## src/rtl/axi4_lite_slave_regs.sv

```systemverilog
// AXI4-Lite register-file responder: NUM_REGS x AXI_WIDTH control/status registers with write pulses.
// Optional macro AXIL_SLVERR_EN: addresses beyond the register window return SLVERR instead of aliasing.
module axi4_lite_slave_regs #(
   parameter int unsigned AXI_WIDTH = 32,
   parameter int unsigned AXI_DEPTH = 32,
   parameter int unsigned NUM_REGS  = 16
) (
   input  logic                          s_axi_aclk,
   input  logic                          s_axi_areset,
   input  logic                          s_axi_awvalid,
   output logic                          s_axi_awready,
   input  logic [AXI_DEPTH-1:0]          s_axi_awaddr,
   input  logic                          s_axi_wvalid,
   output logic                          s_axi_wready,
   input  logic [AXI_WIDTH-1:0]          s_axi_wdata,
   input  logic [AXI_WIDTH/8-1:0]        s_axi_wstrb,
   output logic                          s_axi_bvalid,
   input  logic                          s_axi_bready,
   output logic [1:0]                    s_axi_bresp,
   input  logic                          s_axi_arvalid,
   output logic                          s_axi_arready,
   input  logic [AXI_DEPTH-1:0]          s_axi_araddr,
   output logic                          s_axi_rvalid,
   input  logic                          s_axi_rready,
   output logic [AXI_WIDTH-1:0]          s_axi_rdata,
   output logic [1:0]                    s_axi_rresp,
   output logic [NUM_REGS*AXI_WIDTH-1:0] regs_o,
   output logic [NUM_REGS-1:0]           wr_pulse_o
);

   localparam int unsigned IDX_W     = $clog2(NUM_REGS);
   localparam int unsigned NUM_BYTES = AXI_WIDTH / 8;
   localparam logic [1:0]  RESP_OKAY   = 2'b00;
   localparam logic [1:0]  RESP_SLVERR = 2'b10;

   logic [NUM_REGS-1:0][AXI_WIDTH-1:0] regs;

   logic                 aw_held;
   logic [IDX_W-1:0]     aw_idx;
   logic                 aw_oor;
   logic                 w_held;
   logic [AXI_WIDTH-1:0] w_data;
   logic [NUM_BYTES-1:0] w_strb;

   logic             aw_hs_c;
   logic             w_hs_c;
   logic             ar_hs_c;
   logic             commit_c;
   logic             aw_oor_c;
   logic             ar_oor_c;
   logic [IDX_W-1:0] aw_idx_c;
   logic [IDX_W-1:0] ar_idx_c;
   logic             unused_addr_bits;

   // Readies follow the holding flags and stay low throughout reset.
   assign s_axi_awready = !aw_held && !s_axi_areset;
   assign s_axi_wready  = !w_held && !s_axi_areset;
   assign s_axi_arready = !s_axi_rvalid && !s_axi_areset;

   assign aw_hs_c  = s_axi_awvalid && s_axi_awready;
   assign w_hs_c   = s_axi_wvalid && s_axi_wready;
   assign ar_hs_c  = s_axi_arvalid && s_axi_arready;
   assign commit_c = aw_held && w_held && (!s_axi_bvalid || s_axi_bready);

   assign aw_idx_c = s_axi_awaddr[IDX_W+1:2];
   assign ar_idx_c = s_axi_araddr[IDX_W+1:2];

`ifdef AXIL_SLVERR_EN
   assign aw_oor_c         = |s_axi_awaddr[AXI_DEPTH-1:IDX_W+2];
   assign ar_oor_c         = |s_axi_araddr[AXI_DEPTH-1:IDX_W+2];
   assign unused_addr_bits = ^{s_axi_awaddr[1:0], s_axi_araddr[1:0]};
`else
   // Upper address bits alias onto the register window.
   assign aw_oor_c         = 1'b0;
   assign ar_oor_c         = 1'b0;
   assign unused_addr_bits = ^{s_axi_awaddr[AXI_DEPTH-1:IDX_W+2], s_axi_awaddr[1:0],
                               s_axi_araddr[AXI_DEPTH-1:IDX_W+2], s_axi_araddr[1:0]};
`endif

   assign regs_o = regs;

   // Write path: independent AW/W holding slots, commit once both are full and B can accept.
   always_ff @(posedge s_axi_aclk or posedge s_axi_areset) begin
      if (s_axi_areset) begin
         regs         <= '0;
         aw_held      <= 1'b0;
         aw_idx       <= '0;
         aw_oor       <= 1'b0;
         w_held       <= 1'b0;
         w_data       <= '0;
         w_strb       <= '0;
         s_axi_bvalid <= 1'b0;
         s_axi_bresp  <= RESP_OKAY;
         wr_pulse_o   <= '0;
      end else begin
         wr_pulse_o <= '0;
         if (commit_c) begin
            aw_held      <= 1'b0;
            w_held       <= 1'b0;
            s_axi_bvalid <= 1'b1;
            s_axi_bresp  <= aw_oor ? RESP_SLVERR : RESP_OKAY;
            if (!aw_oor) begin
               for (int unsigned b = 0; b < NUM_BYTES; b++) begin
                  if (w_strb[b]) regs[aw_idx][b*8 +: 8] <= w_data[b*8 +: 8];
               end
               wr_pulse_o[aw_idx] <= 1'b1;
            end
         end else if (s_axi_bvalid && s_axi_bready) begin
            s_axi_bvalid <= 1'b0;
         end
         if (aw_hs_c) begin
            aw_held <= 1'b1;
            aw_idx  <= aw_idx_c;
            aw_oor  <= aw_oor_c;
         end
         if (w_hs_c) begin
            w_held <= 1'b1;
            w_data <= s_axi_wdata;
            w_strb <= s_axi_wstrb;
         end
      end
   end

   // Read path: data captured on the AR handshake edge sees the pre-commit register value.
   always_ff @(posedge s_axi_aclk or posedge s_axi_areset) begin
      if (s_axi_areset) begin
         s_axi_rvalid <= 1'b0;
         s_axi_rdata  <= '0;
         s_axi_rresp  <= RESP_OKAY;
      end else if (ar_hs_c) begin
         s_axi_rvalid <= 1'b1;
         s_axi_rdata  <= ar_oor_c ? '0 : regs[ar_idx_c];
         s_axi_rresp  <= ar_oor_c ? RESP_SLVERR : RESP_OKAY;
      end else if (s_axi_rvalid && s_axi_rready) begin
         s_axi_rvalid <= 1'b0;
      end
   end

endmodule

```

## config.mk

```make
export PLATFORM = sky130hd
export DESIGN_NAME = axi4_lite_slave_regs
export DESIGN_NICKNAME = d
export VERILOG_FILES = /design/src/rtl/axi4_lite_slave_regs.sv
export SDC_FILE = /design/constraint.sdc
export NUM_CORES = 1
export LEC_CHECK = 0
export CAP_MARGIN = 0
export CORE_AREA = 2 2 261 263
export DETAILED_ROUTE_END_ITERATION = 6
export DIE_AREA = 0 0 263 265
export PLACE_DENSITY = 0.76
export SLEW_MARGIN = 15
export SYNTH_ARGS = -nofsm -noshare
export SYNTH_HDL_FRONTEND = slang
export SYNTH_SLANG_ARGS = --single-unit
```

## constraint.sdc

```tcl
create_clock -name s_axi_aclk -period 29.5 [get_ports s_axi_aclk]
set_input_delay 8.85 -clock s_axi_aclk [delete_from_list [all_inputs] [get_ports s_axi_aclk]]
set_output_delay 8.85 -clock s_axi_aclk [all_outputs]
set_load 0.1 [all_outputs]
```

==> qor.csv, run 1 <==
metric;value;unit
via_per_inst;5.68;
cp_max_fo;5;
fin_crit;19.63;ns
setup_slack;9.87;ns
synth_seq_cells;604;
post_cts_buffers;0;
grt_setup_unrepaired;no;
dpl.hpwl;64300;um
clockBufferDepth;3;
row_count;95;
netlist_top_cells_count;604 x dfrtp_1, 512 x mux2_2, 158 x mux2i_1;
dr_total_vias;18900;
die_w;263;um
nets;2521;
finalHoldViolCount;0;
async_reset_ff_frac;1.00;
grt_max_degree;140;
ys_warn_count;0;
outcome;finished clean;
start_kind;primary input;
cts.sinks;604;
remaining_drc_errors;0;
path_clk_slew;0.05;ns
synth_flop_cell;dfrtp_1;
synth_edf_count;0;
yosys-top-cells-area;dfrtp_1 55%, mux2_2 21%, mux2i_1 5.8%;
first_global_vias;20100;
grt_usage;0.275;
dp_slack;9.87;ns
crit_arrival;10.78;ns
hold_path_class;register to register;
period_share;0.666;
setup_viol;0;
max_freq;0.0509;GHz
antenna_found_initial;3;
avgSynthCellArea;14.9;um2
synth_cells;1832;
placed_cell_area;34100;um2
whs;0.480;ns
skew;0.0332;ns
cts_root_buf;clkbuf_16;
drt_iter0_markers;1286;
grt_pass1_wl;141000;um
core_area;66800;um2
synth.top_cell.area_share;0.555;
critPathRequiredTime;20.65;ns
drv_slew;0;
crit_type;primary input to primary output;
relSlewSlack;0.216;
postCtsResizedCells;0;
start_util;0.408;
h-tree-depth;3;
synthesis.area;27200;um2
cts_made_buffers;68;
register_area;15100;um2
ios;676;
place_congestion;0.865;
synth.distinct_cells;48;
stdcell_area;36300;um2
multiInputGateArea;11500;um2
tightest_slew;1.18;ns
worst_setup_path_end_kind;primary output;
area_growth;33.3;%
firstDrtPassIters;7;
cts_tree;yes;
dieArea;69700;um2
avgRoutedWirePerCell;29.0;um
clk_latency;0.61;ns
ff2ff_setup_slack;26.34;ns
finalSetupTns;0;ns
synth_top_area_cell;dfrtp_1;
port_buffers;615;
wl;96800;um
yosysSeqAreaShare;0.555;
n_fill_cell;5378;
drive_above_1_share;0.334;
grt_overflow;0;
ant_nets;0;
synth_most_common_cell;dfrtp_1;
drv_cap;0;
cts_hold_buf;0;
fp.dieH;265;um
==> final cells by class <==
type	instances	area share
tap	873	0.0301
antenna	2	0.000138
timing repair buffer	634	0.174
clock inverter	20	0.00617
clock buffer	99	0.0554
multi-input combinational	1104	0.318
sequential	604	0.416
inverter	2	0.000413
==> critical path: stages <==
cell and delay, ns:
clkdlybuf4s50_1 0.56, nor2_1 0.21, clkdlybuf4s50_1 1.16
==> stage by stage <==
stage	utilization	instances
after floorplan	-	1835
after global placement	0.510	3217
after detailed placement	0.510	3217
after CTS	0.543	3336
after global routing	0.544	3337
final	0.544	3338
==> cells in the final DEF, fill, tap and decap left out, types with 3 or more instances in the layout <==
master,count
nor2b_1,5
clkinv_8,3
clkbuf_1,14
mux2i_1,158
clkbuf_8,15
clkinv_2,9
mux2_2,512
clkdlybuf4s50_1,611
nor2_2,18
a21oi_1,28
nand2_1,24
clkinvlp_4,3
o41ai_1,5
nor2_8,6
mux4_2,62
nor2_1,46
nor3_1,9
a32o_1,5
a31oi_1,25
conb_1,4
or2_1,5
nor2_4,13
clkbuf_16,70
bufinv_16,3
a22oi_1,53
nand3_1,20
nand3_2,3
a221o_1,5
buf_4,20
mux2_4,40
or2_2,25
nand2b_1,4
dfrtp_1,604
==> final timing paths <==
kind / endpoint / cells past startpoint / from
max reg2reg: regs_o[12] / 3 / aw_idx[3]
min: s_axi_rdata[12] / 2 / s_axi_rdata[12]
max: s_axi_arready / 3 / s_axi_areset
min reg2reg: s_axi_rdata[12] / 2 / s_axi_rdata[12]
min in group asynchronous: regs_o[191] / 2 / s_axi_areset
max in group asynchronous: regs_o[183] / 5 / s_axi_areset
==> flip-flops by register name, summed over array words and instances (netlist names) <==
| register | count |
|---|---|
| wr_pulse_o | 16 |
| w_held | 1 |
| regs_o | 512 |
| w_data | 32 |
| s_axi_bvalid | 1 |
| aw_idx | 4 |
| aw_held | 1 |
| w_strb | 4 |
| s_axi_rvalid | 1 |
| s_axi_rdata | 32 |
==> per-layer routing <==
layer	vias up	track usage	wire length [um]
li1	7930	-	-
met1	9999	0.346	38600
met2	816	0.461	47600
met3	201	0.0636	6990
met4	2	0.107	3560
met5	-	0	13
==> cells by family (layout without fill, tap and decap cells) <==
logic type      after synthesis  in the layout  synth area share
other cells                   1              6          0.000138
buf+inv                     127            755            0.0230
mux                         772            772             0.343
flops                       604            604             0.555
compound gates              127            127            0.0323
simple gates                201            201            0.0468
Power of run 1 is not shown: default switching activity piles up to over one toggle a cycle in this logic, so the estimate is an artifact.
==> run 2: changes to the inputs <==
==> constraint.sdc (replaced) <==
create_clock -name s_axi_aclk -period 18.93 [get_ports s_axi_aclk]
set_input_delay 5.679 -clock s_axi_aclk [delete_from_list [all_inputs] [get_ports s_axi_aclk]]
set_output_delay 5.679 -clock s_axi_aclk [all_outputs]
set_load 0.1 [all_outputs]
==> qor.csv, run 2 (synthesis results as in run 1) <==
metric;value;unit
hold_path_class;register to register;
fin_crit;13.22;ns
crit_type;primary input to primary output;
start_util;0.408;
drive_above_1_share;0.335;
relSlewSlack;0.161;
period_share;0.698;
skew;0.0183;ns
nets;2519;
dpl.hpwl;64000;um
core_area;66800;um2
area_growth;33.6;%
grt_pass1_wl;141000;um
first_global_vias;20000;
cts_made_buffers;69;
place_congestion;0.857;
fp.dieH;265;um
critPathRequiredTime;13.25;ns
wl;97100;um
drt_iter0_markers;1287;
layout_commonest_cell;clkdlybuf4s50_1;
finalSetupTns;0;ns
outcome;finished clean;
path_clk_slew;0.06;ns
antenna_cells_inserted;0;
grt_usage;0.274;
postCtsResizedCells;0;
finalHoldViolCount;0;
avgRoutedWirePerCell;29.1;um
firstDrtPassIters;5;
crit_arrival;7.54;ns
cts.sinks;604;
drv_cap;0;
tightest_slew;1.26;ns
die_w;263;um
layout_common_cells;611 x clkdlybuf4s50_1, 604 x dfrtp_1, 512 x mux2_2, 158 x mux2i_1, 69 x clkbuf_16;
via_per_inst;5.70;
setup_viol;0;
drv_slew;0;
h-tree-depth;3;
row_count;95;
grt_max_degree;150;
max_freq;0.0756;GHz
clk_latency;0.60;ns
clockBufferDepth;3;
cts_tree;yes;
port_buffers;615;
antenna_found_initial;4;
grt_overflow;0;
ios;676;
post_cts_buffers;0;
largest_reg_flops;512;
dieArea;69700;um2
start_kind;primary input;
dr_total_vias;19000;
remaining_drc_errors;0;
worst_setup_path_end_kind;primary output;
grt_setup_unrepaired;no;
cp_max_fo;5;
ant_nets;0;
cts_root_buf;clkbuf_16;
cts_hold_buf;0;
[run 2: final cells by class]
cell class / instances / area [um2]
clock buffer: 101 / 2030
inverter: 2 / 11.3
fill: 5421 / 30400
multi-input combinational: 1104 / 11500
timing repair buffer: 631 / 6290
tap: 873 / 1090
sequential: 604 / 15100
clock inverter: 24 / 304
[run 2: through the flow]
stage / cell area [um2] / setup slack, ns / utilization / hold WS (ns) / instances
2_1_floorplan: 27300 / 3.85 / - / 0.486 / 1835
3_3_place_gp: 34100 / 5.73 / 0.510 / 0.459 / 3214
3_5_place_dp: 34100 / 5.73 / 0.510 / 0.469 / 3214
4_1_cts: 36400 / 5.72 / 0.545 / 0.490 / 3339
5_1_grt: 36400 / 5.64 / 0.545 / 0.514 / 3339
6_report: 36400 / 5.71 / 0.545 / 0.489 / 3339
[run 2: final timing paths]
check | end | start | slack, ns | depth (start not counted)
worst max-delay path | s_axi_wready | s_axi_areset | 5.71 | 3
worst min-delay path | s_axi_rdata[14] | s_axi_rdata[14] | 0.49 | 2
worst max register to register | regs_o[176] | aw_idx[2] | 15.84 | 4
worst min register to register | s_axi_rdata[14] | s_axi_rdata[14] | 0.49 | 2
max in group asynchronous | regs_o[324] | s_axi_areset | 10.19 | 5
min in group asynchronous | s_axi_rvalid | s_axi_areset | 5.77 | 2
[run 2: worst max-delay path, cell delays in order]
cell	delay [ns]
clkdlybuf4s50_1	0.52
nor2_1	0.18
clkdlybuf4s50_1	1.16
[run 2: per-layer routing]
| metal | vias to the layer above | GRT usage | wire, um | part of all wire |
|---|---|---|---|---|
| met5 | - | 0 | 57 | 0.00059 |
| met2 | 834 | 0.451 | 46900 | 0.48 |
| li1 | 7927 | - | - | - |
| met4 | 8 | 0.104 | 3860 | 0.040 |
| met1 | 10100 | 0.350 | 39500 | 0.41 |
| met3 | 209 | 0.0704 | 6820 | 0.070 |
Power of run 2 is left out for the same reason.
==> run 3: changes to the inputs <==
==> constraint.sdc (replaced) <==
create_clock -name s_axi_aclk -period 13.2 [get_ports s_axi_aclk]
set_input_delay 3.96 -clock s_axi_aclk [delete_from_list [all_inputs] [get_ports s_axi_aclk]]
set_output_delay 3.96 -clock s_axi_aclk [all_outputs]
set_load 0.1 [all_outputs]
==> qor.csv, run 3 (synthesis results as in run 1) <==
metric;value;unit
remaining_drc_errors;0;
cts_hold_buf;0;
cpPeakStageDelay;1.17;ns
grt_overflow;0;
drt_iter0_markers;1233;
cp_max_fo;5;
first_global_vias;19900;
cts_tree;yes;
start_util;0.408;
h-tree-depth;3;
critPathRequiredTime;9.24;ns
stdcell_area;36300;um2
max_freq;0.102;GHz
period_share;0.742;
outcome;finished clean;
grt_max_degree;178;
skew;0.0222;ns
dp_slack;3.39;ns
grt_setup_unrepaired;no;
grt_pass1_wl;140000;um
n_fill_cell;5470;
fin_crit;9.80;ns
row_count;95;
worst_setup_path_end_kind;primary output;
cts_made_buffers;69;
cts.sinks;604;
drv_cap;0;
critPathSlowestCell;clkdlybuf4s50_1;
post_cts_buffers;0;
firstDrtPassIters;5;
layout_commonest_cell;clkdlybuf4s50_1;
place_congestion;0.830;
ios;676;
via_per_inst;5.66;
relSlewSlack;0.218;
dieArea;69700;um2
cts_root_buf;clkbuf_16;
placed_cell_area;34100;um2
port_buffers;615;
area_growth;33.4;%
ant_nets;0;
die_w;263;um
start_kind;primary input;
whs;0.481;ns
crit_type;primary input to primary output;
clockBufferDepth;3;
worstPathCellList;clkdlybuf4s50_1 > nor2_1 > clkdlybuf4s50_1;
tightest_slew;1.17;ns
finalHoldViolCount;0;
wl;96200;um
drive_above_1_share;0.333;
path_clk_slew;0.06;ns
clk_latency;0.60;ns
dpl.hpwl;64100;um
dr_total_vias;18900;
setup_viol;0;
crit_path_frequent_cell;clkdlybuf4s50_1;
layout_common_cells;611 x clkdlybuf4s50_1, 604 x dfrtp_1, 512 x mux2_2, 158 x mux2i_1, 71 x clkbuf_16;
hold_path_class;register to register;
largest_reg_flops;512;
nets;2521;
crit_arrival;5.84;ns
setup_slack;3.40;ns
fp.dieH;265;um
antenna_found_initial;3;
avgRoutedWirePerCell;28.8;um
drv_slew;0;
core_area;66800;um2
postCtsResizedCells;0;
grt_usage;0.273;
run 3: changes by cell type in the layout (fill, tap and decap cells not counted), sizes merged:
cell / delta
buf: +2
clkbuf: -4
clkinv: -1
clkinvlp: -1
diode: +3
run 3: final cells by class:
| class | count | area, um2 | area share |
|---|---|---|---|
| clock buffer | 97 | 1970 | 0.0543 |
| clock inverter | 22 | 272 | 0.00747 |
| timing repair buffer | 633 | 6320 | 0.174 |
| tap | 873 | 1090 | 0.0301 |
| antenna | 3 | 7.51 | 0.000207 |
| inverter | 2 | 11.3 | 0.000310 |
| multi-input combinational | 1104 | 11500 | 0.318 |
| sequential | 604 | 15100 | 0.416 |
run 3: final timing paths:
check	from	end	slack [ns]	cells past startpoint
min in group asynchronous	s_axi_areset	s_axi_rvalid	3.86	2
setup reg to reg	aw_idx[2]	regs_o[182]	10.08	4
max in group asynchronous	s_axi_areset	regs_o[116]	7.31	4
hold reg to reg	s_axi_rdata[23]	s_axi_rdata[23]	0.48	2
hold / removal	s_axi_rdata[23]	s_axi_rdata[23]	0.48	2
setup / recovery	s_axi_areset	s_axi_wready	3.40	3
run 3: layer usage:
| layer | vias up | track usage | wire, um |
|---|---|---|---|
| li1 | 7926 | - | - |
| met1 | 9967 | 0.346 | 39000 |
| met2 | 794 | 0.454 | 47000 |
| met3 | 200 | 0.0625 | 6650 |
| met4 | 2 | 0.108 | 3590 |
| met5 | - | 0 | 14 |
run 3: worst max-delay path: cells and delay by family:
family                 cells  cell delay [ns]
buffers and inverters      2             1.69
AND/OR/NAND/NOR            1             0.18
run 3: stage by stage:
| step | setup TNS (ns) | instances | util |
|---|---|---|---|
| after floorplan | -0.157 | 1835 | - |
| after global placement | 0 | 3216 | 0.510 |
| after detailed placement | 0 | 3216 | 0.510 |
| after CTS | 0 | 3335 | 0.544 |
| after global routing | 0 | 3336 | 0.544 |
| final | 0 | 3338 | 0.544 |
Power of run 3 is left out for the same reason.
